File: config.mk
export PLATFORM = sky130hd
export DESIGN_NAME = exp_golomb_decoder
export DESIGN_NICKNAME = d
export VERILOG_FILES = /design/src/rtl/exp_golomb_decoder.sv
export SDC_FILE = /design/constraint.sdc
export NUM_CORES = 1
export LEC_CHECK = 0
export CORE_ASPECT_RATIO = 0.75
export CORE_MARGIN = 2
export CORE_UTILIZATION = 50
export CTS_CLUSTER_DIAMETER = 100
export DETAILED_ROUTE_END_ITERATION = 6
export GPL_ROUTABILITY_DRIVEN = 1
export HOLD_SLACK_MARGIN = 0.02
export PLACE_DENSITY = 0.77
export SETUP_SLACK_MARGIN = 0.1
export SLEW_MARGIN = 20
export SYNTH_ARGS = -nofsm -noshare
export SYNTH_HDL_FRONTEND = slang
export SYNTH_SLANG_ARGS = --single-unit
File: constraint.sdc
create_clock -name clk_i -period 2.1 [get_ports clk_i]
set_input_delay 0.525 -clock clk_i [delete_from_list [all_inputs] [get_ports clk_i]]
set_output_delay 0.525 -clock clk_i [all_outputs]
set_load 0.01 [all_outputs]
File: src/rtl/exp_golomb_decoder.sv
// exp_golomb_decoder
// Serial-to-parallel order-0 Exp-Golomb decoder. One code bit is consumed
// per cycle while valid_i is high: the zero prefix is counted, the suffix
// (leading 1 included) is gathered, and the decoded value is presented as a
// registered word together with a one-cycle valid_o pulse.
//
// Optional feature macro: EXP_GOLOMB_DEC_ERR_EN
//   defined   : a zero arriving when the prefix already holds DATA_WIDTH zeros
//               is a prefix overflow; err_o pulses, the codeword is dropped
//               and the FSM returns to IDLE.
//   undefined : err_o is tied low and the prefix counter saturates at
//               DATA_WIDTH, so surplus zeros are ignored.
module exp_golomb_decoder #(
    parameter int DATA_WIDTH = 8,
    parameter int ADDR_WIDTH = 4
) (
    input  logic                  clk_i,
    input  logic                  rstn_i,
    input  logic                  dft_tm_i,
    input  logic                  dt_i,
    input  logic                  valid_i,
    output logic [DATA_WIDTH-1:0] dt_o,
    output logic                  valid_o,
    output logic                  busy_o,
    output logic                  err_o
);

    // FSM encoding
    localparam logic [1:0] IDLE   = 2'b00;
    localparam logic [1:0] PREFIX = 2'b01;
    localparam logic [1:0] SUFFIX = 2'b10;

    // Counter constants
    localparam logic [ADDR_WIDTH-1:0] CNT_ONE  = {{(ADDR_WIDTH-1){1'b0}}, 1'b1};
    localparam logic [ADDR_WIDTH-1:0] CNT_ZERO = {ADDR_WIDTH{1'b0}};
    localparam logic [ADDR_WIDTH-1:0] ZCNT_MAX = ADDR_WIDTH'(DATA_WIDTH);

    // Shift-register constants (x is DATA_WIDTH+1 bits wide)
    localparam logic [DATA_WIDTH:0]   SHREG_ONE = {{DATA_WIDTH{1'b0}}, 1'b1};
    localparam logic [DATA_WIDTH-1:0] DT_ZERO   = {DATA_WIDTH{1'b0}};

    // Recover v from x = v + 1. The subtraction is done at the full x width;
    // since x never exceeds 2^DATA_WIDTH the result always fits DATA_WIDTH.
    function automatic logic [DATA_WIDTH-1:0] decode_value(input logic [DATA_WIDTH:0] x);
        return DATA_WIDTH'(x - SHREG_ONE);
    endfunction

    // Test mode forces the internal reset inactive so scan can clock freely.
    logic rstn_b;
    assign rstn_b = dft_tm_i ? 1'b1 : rstn_i;

    // State registers and their next-state values
    logic [1:0]            state_q,   state_d;
    logic [ADDR_WIDTH-1:0] zcnt_q,    zcnt_d;
    logic [ADDR_WIDTH-1:0] rem_q,     rem_d;
    logic [DATA_WIDTH:0]   shreg_q,   shreg_d;
    logic [DATA_WIDTH-1:0] dt_q,      dt_d;
    logic                  valid_q,   valid_d;
    logic                  err_q,     err_d;

    // Suffix register with the incoming bit appended
    logic [DATA_WIDTH:0]   shifted_s;
    assign shifted_s = {shreg_q[DATA_WIDTH-1:0], dt_i};

    // Next-state logic: prefix counting, suffix gathering and result load
    always_comb begin
        state_d = state_q;
        zcnt_d  = zcnt_q;
        rem_d   = rem_q;
        shreg_d = shreg_q;
        dt_d    = dt_q;
        valid_d = 1'b0;
        err_d   = 1'b0;

        if (valid_i) begin
            case (state_q)
                IDLE: begin
                    if (dt_i) begin
                        // Single-bit codeword "1" is value 0
                        dt_d    = DT_ZERO;
                        valid_d = 1'b1;
                        state_d = IDLE;
                    end else begin
                        zcnt_d  = CNT_ONE;
                        state_d = PREFIX;
                    end
                end

                PREFIX: begin
                    if (dt_i) begin
                        // Leading 1 of x; zcnt more bits follow it
                        shreg_d = SHREG_ONE;
                        rem_d   = zcnt_q;
                        state_d = SUFFIX;
                    end else if (zcnt_q == ZCNT_MAX) begin
`ifdef EXP_GOLOMB_DEC_ERR_EN
                        // Prefix longer than any legal codeword: drop it
                        err_d   = 1'b1;
                        zcnt_d  = CNT_ZERO;
                        state_d = IDLE;
`else
                        // Saturate; surplus zeros are ignored
                        zcnt_d  = zcnt_q;
                        state_d = PREFIX;
`endif
                    end else begin
                        zcnt_d  = zcnt_q + CNT_ONE;
                        state_d = PREFIX;
                    end
                end

                SUFFIX: begin
                    shreg_d = shifted_s;
                    rem_d   = rem_q - CNT_ONE;
                    if (rem_q == CNT_ONE) begin
                        // Final suffix bit: publish the result this edge
                        dt_d    = decode_value(shifted_s);
                        valid_d = 1'b1;
                        state_d = IDLE;
                    end else begin
                        state_d = SUFFIX;
                    end
                end

                default: begin
                    // Unreachable encoding: recover to a clean IDLE
                    state_d = IDLE;
                    zcnt_d  = CNT_ZERO;
                    rem_d   = CNT_ZERO;
                    shreg_d = SHREG_ONE;
                end
            endcase
        end else begin
            // No code bit this cycle: every register holds
            state_d = state_q;
        end
    end

    // Registers, asynchronously cleared by the (test-mode gated) reset
    always_ff @(posedge clk_i or negedge rstn_b) begin
        if (!rstn_b) begin
            state_q <= IDLE;
            zcnt_q  <= CNT_ZERO;
            rem_q   <= CNT_ZERO;
            shreg_q <= SHREG_ONE;
            dt_q    <= DT_ZERO;
            valid_q <= 1'b0;
            err_q   <= 1'b0;
        end else begin
            state_q <= state_d;
            zcnt_q  <= zcnt_d;
            rem_q   <= rem_d;
            shreg_q <= shreg_d;
            dt_q    <= dt_d;
            valid_q <= valid_d;
            err_q   <= err_d;
        end
    end

    assign dt_o    = dt_q;
    assign valid_o = valid_q;
    assign busy_o  = (state_q != IDLE);
`ifdef EXP_GOLOMB_DEC_ERR_EN
    assign err_o   = err_q;
`else
    // Overflow reporting disabled: the err flop never leaves 0
    assign err_o   = err_q & 1'b0;
`endif

endmodule

-- Word level (Yosys, flattened, before mapping)
Cells that the tools add are included.
- add/sub/neg operators: 3
- equal/unequal tests: 10
- multiplexer cells: 20
- bitwise gates (word level): 2
- reductions and logical operators: 6
- operator list (kind ; count):
    $pmux W4 S3 ; 2
    $pmux W7 S3 ; 1
    $mux W4 ; 4
    $mux W8 ; 2
    $pmux W8 S2 ; 1
    $ne A2 B2 Y1 const B ; 6
    $sub A8 B1 Y8 const B ; 1
    $mux W7 ; 1
    $pmux W2 S3 ; 1
    $mux W1 ; 5
    $reduce_and A5 Y1 ; 1
    $add A4 B1 Y4 const B ; 1
    $eq A4 B1 Y1 const B ; 1
    $eq A4 B4 Y1 const B ; 1
    $mux W2 ; 2
    $reduce_and A4 Y1 ; 1
    $reduce_bool A2 Y1 ; 2
    $sub A4 B1 Y4 const B ; 1
    $reduce_and A3 Y1 ; 1
    $eq A2 B1 Y1 const B ; 1
    $eq A2 B2 Y1 const B ; 1
    $logic_not A2 Y1 ; 1
    $not A1 Y1 ; 2
    $pmux W1 S2 ; 1
- register bits after elaboration: 26
- input bits: 5
- output and inout port bits: 11

-- Longest topological paths before layout
Gate-level depths: netlist (run 1).
- word-level depth: 4
- depth in mapped cells: 7
- depth with buffers taken out: 6

-- Worst setup path after synthesis (run 1)
Ideal clock, no wire load.
- kind: register to register
- start point: register rem_q[1]
- end point: register dt_q[0] (netlist: dt_o[0])
- arrival time: 1.573 ns
- path slack: 0.402 ns
- stages on the path, launching flop included: 7
- buffers on the path: 0
- path through: dfrtp_1 -> inv_1 -> ha_1 -> or3b_4 -> nand2_2 -> o2111ai_4 -> mux2_4
- longest elaborated chain between the ends: 3
- RTL lines (what ; line ; text):
    from (decl) ; 55 ; logic [ADDR_WIDTH-1:0] rem_q, rem_d;
    from (signal assigned) ; 152 ; rem_q <= rem_d;
    $eq A4 B1 Y1 ; 115 ; if (rem_q == CNT_ONE) begin
    $ne A2 B2 Y1 (no line) ; n/a ;
    $reduce_and A4 Y1 (no line) ; n/a ;
    to (signal assigned) ; 154 ; dt_q <= dt_d;
    to (decl) ; 57 ; logic [DATA_WIDTH-1:0] dt_q, dt_d;
No other way between the ends.
A chain may end at the register's enable or synchronous reset.

-- Worst setup path after layout (run 1)
- start point: register state_q[1]
- end point: output busy_o
- longest elaborated chain between the ends: 1
- RTL lines (what ; line ; text):
    from (decl) ; 53 ; logic [1:0] state_q, state_d;
    from (signal assigned) ; 150 ; state_q <= state_d;
    $reduce_bool A2 Y1 ; 162 ; assign busy_o = (state_q != IDLE);
    to (decl) ; 24 ; output logic busy_o,
No other way between the ends.

==> summary.txt, run 1 <==
Worst setup path
  • Worst R2R Path Depth: 5
  • Crit-path cells: inv_1, ha_1, inv_1, dlygate4sd2_1
  • Worst path bufs/invs: 3
  • CP delay by family, top: buffers and inverters
  • Crit path DAT: 1.37 ns
  • Setup crit start kind: flip-flop
  • WP data required: approximately 1.6 ns
  • Worst path slowest cell: dfrtp_1
  • Cell depth of the worst setup path: 4
  • Most frequent CP cell: inv_1
  • Critical path endpoint category: output port
  • Critical Path Max Stage Delay: approximately 0.42 ns
  • WS Path Type: reg2out
  • Critical Path Fanout Max: 4

Final layout
  • Area Overhead vs Synth: 21.6%
  • Layout Nets: ~190
  • Final Cell Area: 1840 µm²
  • Final core occ: 63.0%
  • Fillcell total: 220
  • Commonest non-fill, non-tap cell in the layout: dfrtp_1
  • Register area: about 650 µm²
  • Multi-input logic area: approximately 770 µm²
  • Antenna Cells: 0
  • Share of cells above drive strength 1: between 10% and 20%
  • Commonest non-fill, non-tap cells in the layout: dfrtp_1 (25), nand2_1 (22), buf_4 (15)

Yosys
  • Top FF cell, synth: dfrtp_1
  • Syn avg cell area: 10.1 µm²
  • Synth Instances: 150
  • Async set-reset flop share out of synthesis: 100%
  • Register area share after synthesis: roughly 43%
  • Area leader, netlist: dfrtp_1
  • Library cells used by synthesis: 41
  • Post-synth top area share: 41.4%
  • Synth Net Count: 164
  • #FFs+latches synth: 26
  • Ys Warns: 0
  • Synth top area cells: dfrtp_1 (41%), ha_1 (7.5%), o2bb2ai_2 (7.0%)
  • Mapped cell area: approximately 1500 µm²
  • Post-synth EDFFs: 0

Detailed routing
  • DR vias: approximately 1.1k
  • Remaining antenna violation count: 0
  • DRT Wirelength: between 2000 and 3000 µm
  • Initial DRC Count: 67
  • DR WL/cell: about 13 µm
  • DRC viols: 0
  • Drt via density: around 5.3
  • Drt first pass iters: 4

Floorplan
  • Die span in y: slightly above 50 µm
  • Chip Width: about 67 µm
  • Initial Utilization: approximately half
  • Core Area: roughly 3000 µm²
  • Die Area: ~3500 µm²
  • FP Rows: 17
  • IO Count: 16

Job
  • Max-cap viol count: 0

GRT
  • GRT Util Overall: between 10% and 20%
  • Largest net degree at the start of global routing: 27
  • First-pass GRT wire length: about 4900 µm
  • Gr ovfl total: 0
  • Initial antenna violation count: 0
  • Vias in the first global route: ~1.1k

Power and ir drop
  • Total Power Consumption: around 2200 µW
  • Power Dens Cells: 1200 nW/µm²
  • Leakage: 0.000837 µW
  • Clock network power share: about a fifth
  • Comb power frac: around half
  • Internal power: 1370 µW
  • Max VDD drop: 0.000592 V
  • NetSw: ~840 µW
  • Switching Fraction: between 30% and 40%
  • Seq pwr share: around a third

Clocking
  • Sink Count: 26
  • CTS tree: done
  • Clock Pin Slew Worst Setup and Hold Paths: about 0.10 ns
  • CTS buffer count: 3
  • Root Buffer: clkbuf_8
  • # hold bufs at CTS: 0
  • Clk buf depth: 2
  • H-tree depth: 1
  • Clk Latency, worst-skew pair: about 0.28 ns

Timing
  • Relative slew slack: 60.7%
  • Final Max Slew Viols: 0
  • Final critical-path required period: roughly 1.9 ns
  • Final Hold Viols: 0
  • Fmax: approximately 530 MHz
  • Setup TNS: 0 ns
  • Count of final setup violators: 0
  • Unrepaired setup endpoints after global routing: no
  • Final period utilization: approximately 90%
  • Skew final: approximately 0.014 ns
  • Worst Tran Pin Value: between 0.5 and 0.6 ns

Run status
  • Status: finished clean

Place
  • IO Port Bufs: 14
  • Dpl hpwl: approximately 2100 µm
  • Placed Area: 1760 µm²
  • Gp weighted congestion: around 0.84

Hold path
  • Hold Crit Class: reg2reg
  • Hold Path Stages: 2
## worst reg2reg max path, cell delays in order, from the launching register on
cell       delay [ns]
dfrtp_1          0.41
inv_1            0.10
ha_1             0.14
or3b_4           0.40
or3_1            0.54
o2bb2ai_2        0.20
## per-stage QoR
stage	setup slack (ns)	hold slack [ns]	instances
global placement	0.0290	0.478	209
detailed placement	-0.0268	0.484	209
global route	0.120	0.525	214
finish	0.205	0.501	214
CTS	0.215	0.507	214
floorplan	0.402	0.459	150
## final timing paths
path | start | endpoint | slack (ns)
setup / recovery | state_q[1]$_DFFE_PN0P_ | busy_o | 0.21
hold / removal | shreg_q[6]$_DFFE_PN0P_ | shreg_q[6]$_DFFE_PN0P_ | 0.50
setup reg to reg | rem_q[1]$_DFFE_PN0P_ | dt_o[7]$_DFFE_PN0P_ | 0.25
hold reg to reg | shreg_q[6]$_DFFE_PN0P_ | shreg_q[6]$_DFFE_PN0P_ | 0.50
max in group asynchronous | rstn_i | shreg_q[2]$_DFFE_PN0P_ | 1.00
min in group asynchronous | dft_tm_i | state_q[1]$_DFFE_PN0P_ | 0.70
## power by group through the flow
stage	clock network, µW	logic [µW]	registers (µW)
floorplan	0	709	726
global placement	0	1010	734
detailed placement	0	1040	741
CTS	434	1060	726
global route	449	1180	745
finish	418	1060	730
## kinds of logic (layout without fill, tap and decap cells)
| group | after synthesis | in the layout | share of synthesized area [%] |
|---|---|---|---|
| buffers and inverters | 18 | 44 | 5.80 |
| AO/OA/AOI/OAI | 26 | 26 | 16.7 |
| XOR/XNOR | 6 | 6 | 3.48 |
| adder cells (fa/ha/maj) | 9 | 9 | 7.46 |
| AND/OR/NAND/NOR | 59 | 59 | 19.5 |
| multiplexers | 5 | 5 | 3.73 |
| other | 1 | 1 | 0.248 |
| flip-flops | 26 | 26 | 43.2 |
## layer usage
layer	global-route usage [%]	wire length [µm]	vias up
met5	0	0	-
met4	8.50	50	0
met3	5.19	108	5
met2	27.8	1220	20
met1	27.1	1490	534
li1	-	-	566
## cells in the mapped netlist, drive strengths merged, types with 3 or more instances
| library cell | count |
|---|---|
| nor2b | 3 |
| nor3b | 3 |
| nor3 | 4 |
| dfrtp | 25 |
| o2bb2ai | 7 |
| nand3 | 9 |
| xnor2 | 4 |
| o21ai | 5 |
| nand2 | 23 |
| nand2b | 3 |
| ha | 9 |
| inv | 11 |
| nor2 | 6 |
| a21oi | 3 |
| buf | 5 |
| mux2i | 3 |
## cell type report
cell class	count	share of cell area, %
Inverter	11	2.25
Timing Repair Buffer	29	13.7
Tap cell	38	2.59
Clock buffer	3	2.25
Sequential cell	26	35.5
Multi-Input combinational cell	106	42.1
Clock inverter	1	1.63
## what timing repair did
item                                   in CTS  in global routing
endpoints found under the hold margin       0                  0
resized for setup                           1                  1
buffers inserted                            1                  0
setup endpoints to repair                   1                  2
## flip-flops by register name, summed over array words and instances, names as in the netlist
| name | count |
|---|---|
| state_q | 2 |
| zcnt_q | 4 |
| shreg_q | 7 |
| valid_o | 1 |
| rem_q | 4 |
| dt_o | 8 |
No activity file was read; power rests on OpenSTA's default activity.
==> run 2, diff against run 1 <==
--- a/config.mk
+++ b/config.mk
@@ -14,6 +14,7 @@
 export HOLD_SLACK_MARGIN = 0.02
 export PLACE_DENSITY = 0.77
 export SETUP_SLACK_MARGIN = 0.1
+export SKIP_CTS_REPAIR_TIMING = 1
 export SLEW_MARGIN = 20
 export SYNTH_ARGS = -nofsm -noshare
 export SYNTH_HDL_FRONTEND = slang
==> summary.txt, run 2 (synthesis results as in run 1) <==
Worst setup path
  • Critical Path Max Stage Delay: between 0.5 and 0.6 ns
  • WP data required: around 2.3 ns
  • Cell depth of the worst setup path: 5
  • Worst path slowest cell: or3_1
  • Crit path DAT: just over 2 ns
  • Worst R2R Path Depth: 5
  • Critical Path Fanout Max: 7
  • Crit-path cells: inv_1, ha_1, or3b_4, or3_1, o2bb2ai_2
  • CP delay by family, top: simple AND/OR/NAND/NOR gates
  • CP startpoint: rem_q[1]$_DFFE_PN0P_
  • FF-to-FF setup slack: 0.25 ns
  • R2r endpoint: dt_o[7]$_DFFE_PN0P_
  • Setup crit start kind: flip-flop
  • WS Path Type: reg2reg
  • Worst path bufs/invs: 1
  • Reg2Reg Launch Point: rem_q[1]$_DFFE_PN0P_
  • Critical path endpoint category: flip-flop
  • CP endpoint: dt_o[7]$_DFFE_PN0P_

Final layout
  • Final Cell Area: around 1800 µm²
  • Max reg flops: 8
  • Layout Nets: roughly 190
  • Fillcell total: between 200 and 250
  • Multi-input logic area: roughly 770 µm²
  • Antenna Cells: 0
  • Commonest non-fill, non-tap cell in the layout: dfrtp_1
  • Area Overhead vs Synth: 22.4%
  • Share of cells above drive strength 1: about a fifth
  • Register area: 652 µm²
  • Commonest non-fill, non-tap cells in the layout: dfrtp_1 (25), nand2_1 (22), buf_4 (16)
  • Final cell count without fillers: 215

Detailed routing
  • Remaining antenna violation count: 0
  • Drt first pass iters: 4
  • DRT Wirelength: 2870 µm
  • DRC viols: 0
  • Drt via density: between 5 and 6
  • DR WL/cell: between 10 and 15 µm
  • Initial DRC Count: 80
  • DR vias: between 1k and 1.5k

Place
  • Dpl hpwl: between 2000 and 2500 µm
  • Inst Count DP: 209
  • Placed Area: about 1800 µm²
  • Gp weighted congestion: 0.840
  • IO Port Bufs: 14
  • Setup WS pre-CTS: -0.0268 ns

Run status
  • Status: finished clean

Clocking
  • CTS buffer count: 3
  • Clock Pin Slew Worst Setup and Hold Paths: around 0.1 ns
  • CTS tree: done
  • Root Buffer: clkbuf_8
  • Sink Count: 26
  • Clk Latency, worst-skew pair: 0.28 ns
  • H-tree depth: 1
  • Clk buf depth: 2

Floorplan
  • Chip Width: between 60 and 70 µm
  • Die Area: between 3000 and 4000 µm²
  • Initial Utilization: slightly above 50%
  • IO Count: 16
  • Die span in y: slightly above 50 µm
  • FP Rows: 17
  • Core Area: between 2000 and 3000 µm²

Hold path
  • Hold Crit Class: reg2reg

GRT
  • Vias in the first global route: 1,081
  • First-pass GRT wire length: 4910 µm
  • Gr ovfl total: 0
  • Initial antenna violation count: 0
  • Largest net degree at the start of global routing: 27
  • GRT Util Overall: 19.2%

Timing
  • Unrepaired setup endpoints after global routing: no
  • Relative slew slack: 60.6%
  • Final period utilization: 88.1%
  • Skew final: around 0.013 ns
  • Count of final setup violators: 0
  • Worst Tran Pin Value: about 0.6 ns
  • Final critical-path required period: between 1.5 and 2 ns
  • Final worst slack: around 0.25 ns
  • Fmax: ~540 MHz
  • Final Max Slew Viols: 0
  • Final Hold Viols: 0

Power and ir drop
  • Power Dens Cells: between 1000 and 1500 nW/µm²
  • Leakage: approximately 0.00085 µW
  • Total Power Consumption: 2230 µW
  • Max VDD drop: roughly 0.00059 V

Job
  • Max-cap viol count: 0
## run 2: changes by cell type in the layout (fill, tap and decap cells not counted), sizes merged
cell | before | now
dlygate4sd2 | 1 | 0
buf | 15 | 16
dlymetal6s2s | 0 | 1
## run 2: stage by stage
stage	utilization [%]	hold slack [ns]	setup TNS, ns
2_1_floorplan	-	0.459	0
3_3_place_gp	60.3	0.478	0
3_5_place_dp	60.3	0.484	-0.0268
4_1_cts	62.7	0.507	-0.0765
5_1_grt	63.4	0.525	0
6_report	63.4	0.501	0
## run 2: final cells by class
| class | instances | area share [%] |
|---|---|---|
| Inverter | 11 | 2.23 |
| Clock inverter | 1 | 1.62 |
| Tap cell | 38 | 2.57 |
| Multi-Input combinational cell | 106 | 41.8 |
| Sequential cell | 26 | 35.3 |
| Clock buffer | 3 | 2.23 |
| Timing Repair Buffer | 30 | 14.2 |
## run 2: how the worst min path moves through the flow
stage,startpoint,end,slack [ns],cells after the start
final,shreg_q[6]$_DFFE_PN0P_,shreg_q[6]$_DFFE_PN0P_,0.50,2
after global routing,shreg_q[0]$_DFFE_PN1P_,shreg_q[0]$_DFFE_PN1P_,0.52,2
after CTS,shreg_q[6]$_DFFE_PN0P_,shreg_q[6]$_DFFE_PN0P_,0.51,2
after detailed placement,shreg_q[6]$_DFFE_PN0P_,shreg_q[6]$_DFFE_PN0P_,0.48,2
after global placement,shreg_q[6]$_DFFE_PN0P_,shreg_q[6]$_DFFE_PN0P_,0.48,2
after floorplan,shreg_q[6]$_DFFE_PN0P_,shreg_q[6]$_DFFE_PN0P_,0.46,2
## run 2: power breakdown
part / switching (µW) / leakage [µW] / internal, µW
Combinational: 576 / 0.000462 / 502
Sequential: 109 / 0.000353 / 624
Clock: 161 / 0.0000357 / 255
Total: 847 / 0.000851 / 1380
## run 2: metal layers
layer	global-route usage, %	up-vias	wire length (µm)
li1	-	566	-
met1	27.1	532	1480
met2	27.5	25	1220
met3	5.19	5	120
met4	8.50	0	50
met5	0	-	0
## run 2: worst reg2reg max path, cell delays in order (launching register included)
cell and delay [ns]:
dfrtp_1 0.41, inv_1 0.10, ha_1 0.14, or3b_4 0.40, or3_1 0.54, o2bb2ai_2 0.20
==> run 3, diff against run 2 <==
--- a/config.mk
+++ b/config.mk
@@ -12,7 +12,7 @@
 export DETAILED_ROUTE_END_ITERATION = 6
 export GPL_ROUTABILITY_DRIVEN = 1
 export HOLD_SLACK_MARGIN = 0.02
-export PLACE_DENSITY = 0.77
+export PLACE_DENSITY = 0.68
 export SETUP_SLACK_MARGIN = 0.1
 export SKIP_CTS_REPAIR_TIMING = 1
 export SLEW_MARGIN = 20
==> summary.txt, run 3 (synthesis results as in run 1) <==
Place
  • Dpl hpwl: about 2300 µm
  • Gp weighted congestion: between 0.8 and 0.9
  • Inst Count DP: between 200 and 250
  • Setup WS pre-CTS: -0.0502 ns
  • IO Port Bufs: 14

Power and ir drop
  • NetSw: around 850 µW
  • Total Power Consumption: 2240 µW
  • Internal power: 1390 µW
  • Seq pwr share: approximately 33%
  • Comb power frac: 48.6%
  • Max VDD drop: roughly 0.00067 V
  • Power Dens Cells: 1200 nW/µm²
  • Switching Fraction: roughly 38%
  • Leakage: roughly 0.00086 µW
  • Clock network power share: approximately 19%

Detailed routing
  • DRC viols: 0
  • DRT Wirelength: roughly 2900 µm
  • Remaining antenna violation count: 0
  • Drt via density: 5.26
  • Initial DRC Count: 50
  • Drt first pass iters: 4
  • DR vias: 1,137
  • DR WL/cell: 13.6 µm

Floorplan
  • Initial Utilization: between 50 and 60%
  • Die Area: 3480 µm²
  • Core Area: 2910 µm²
  • FP Rows: 17
  • Chip Width: 67.5 µm
  • Die span in y: 51.6 µm
  • IO Count: 16

GRT
  • Largest net degree at the start of global routing: 27
  • GRT Util Overall: a little under a fifth
  • Initial antenna violation count: 0
  • Vias in the first global route: roughly 1.1k
  • First-pass GRT wire length: between 4000 and 5000 µm
  • Gr ovfl total: 0

Final layout
  • Final cell count without fillers: roughly 220
  • Max reg flops: 8
  • Fillcell total: ~230
  • Layout Nets: ~190
  • Antenna Cells: 0
  • Share of cells above drive strength 1: 20.2%
  • Area Overhead vs Synth: 23.0%
  • Register area: roughly 650 µm²
  • Commonest non-fill, non-tap cells in the layout: dfrtp_1 (25), nand2_1 (22), buf_4 (17)
  • Multi-input logic area: 776 µm²
  • Commonest non-fill, non-tap cell in the layout: dfrtp_1

Run status
  • Status: finished clean

Worst setup path
  • Critical Path Max Stage Delay: 0.55 ns
  • Worst path bufs/invs: 1
  • Setup crit start kind: flip-flop
  • Critical path endpoint category: flip-flop
  • WS Path Type: reg2reg
  • Critical Path Fanout Max: 7
  • Crit path DAT: approximately 2.1 ns
  • Worst path slowest cell: or3_1
  • WP data required: 2.30 ns
  • Crit-path cells: inv_1, ha_1, or3b_4, or3_1, o2bb2ai_2
  • CP delay by family, top: simple AND/OR/NAND/NOR gates

Hold path
  • Hold Crit Class: reg2reg

Timing
  • Final worst slack: between 0.2 and 0.25 ns
  • Count of final setup violators: 0
  • Final Max Slew Viols: 0
  • Setup TNS: 0 ns
  • Unrepaired setup endpoints after global routing: no
  • Fmax: 539 MHz
  • Worst Tran Pin Value: 0.621 ns
  • Skew final: just over 0.005 ns
  • Final period utilization: between 80% and 90%
  • Fin Hold WS: about 0.5 ns
  • Relative slew slack: between 50% and 60%
  • Final critical-path required period: approximately 1.9 ns
  • Final Hold Viols: 0

Clocking
  • Clock Pin Slew Worst Setup and Hold Paths: about 0.09 ns
  • Clk buf depth: 2
  • CTS tree: done
  • Clk Latency, worst-skew pair: 0.27 ns
  • Sink Count: 26
  • H-tree depth: 1
  • Root Buffer: clkbuf_8
  • CTS buffer count: 3

Job
  • Max-cap viol count: 0
## run 3: power groups by stage
stage          combinational, µW  sequential, µW  clock, µW
6_report                    1090             735        415
5_1_grt                     1220             747        441
4_1_cts                     1060             734        430
3_5_place_dp                1060             744          0
3_3_place_gp                1030             734          0
2_1_floorplan                709             726          0
## run 3: routing by layer
| layer | global-route usage [%] | wire [µm] |
|---|---|---|
| met1 | 27.4 | 1490 |
| met2 | 27.9 | 1360 |
| met3 | 4.55 | 102 |
| met4 | 3.06 | 0 |
| met5 | 0 | 0 |
## run 3: area by class of cell
| class | count | share of cell area, % |
|---|---|---|
| clock inverter | 1 | 1.62 |
| tap | 38 | 2.56 |
| clock buffer | 3 | 2.22 |
| sequential | 26 | 35.1 |
| inverter | 11 | 2.22 |
| timing repair buffer | 31 | 14.5 |
| multi-input combinational | 106 | 41.8 |
## run 3: through the flow
| step | area, µm² | util, % |
|---|---|---|
| after floorplan | 1510 | - |
| after global placement | 1760 | 60.5 |
| after detailed placement | 1760 | 60.5 |
| after CTS | 1840 | 63.0 |
| after global routing | 1860 | 63.8 |
| final | 1860 | 63.8 |
## run 3: worst paths after layout
path / startpoint / to / slack, ns / depth (start not counted)
setup / recovery: rem_q[1]$_DFFE_PN0P_ / dt_o[5]$_DFFE_PN0P_ / 0.24 / 5
hold / removal: shreg_q[0]$_DFFE_PN1P_ / shreg_q[0]$_DFFE_PN1P_ / 0.50 / 2
setup reg to reg: rem_q[1]$_DFFE_PN0P_ / dt_o[5]$_DFFE_PN0P_ / 0.24 / 5
hold reg to reg: shreg_q[0]$_DFFE_PN1P_ / shreg_q[0]$_DFFE_PN1P_ / 0.50 / 2
max in group asynchronous: dft_tm_i / dt_o[3]$_DFFE_PN0P_ / 0.98 / 2
min in group asynchronous: rstn_i / zcnt_q[1]$_DFFE_PN0P_ / 0.72 / 2
## run 3: worst min-delay path: stages, from the launching register on
cell     delay, ns
dfstp_2       0.38
nand2_1       0.04
o21ai_0       0.07
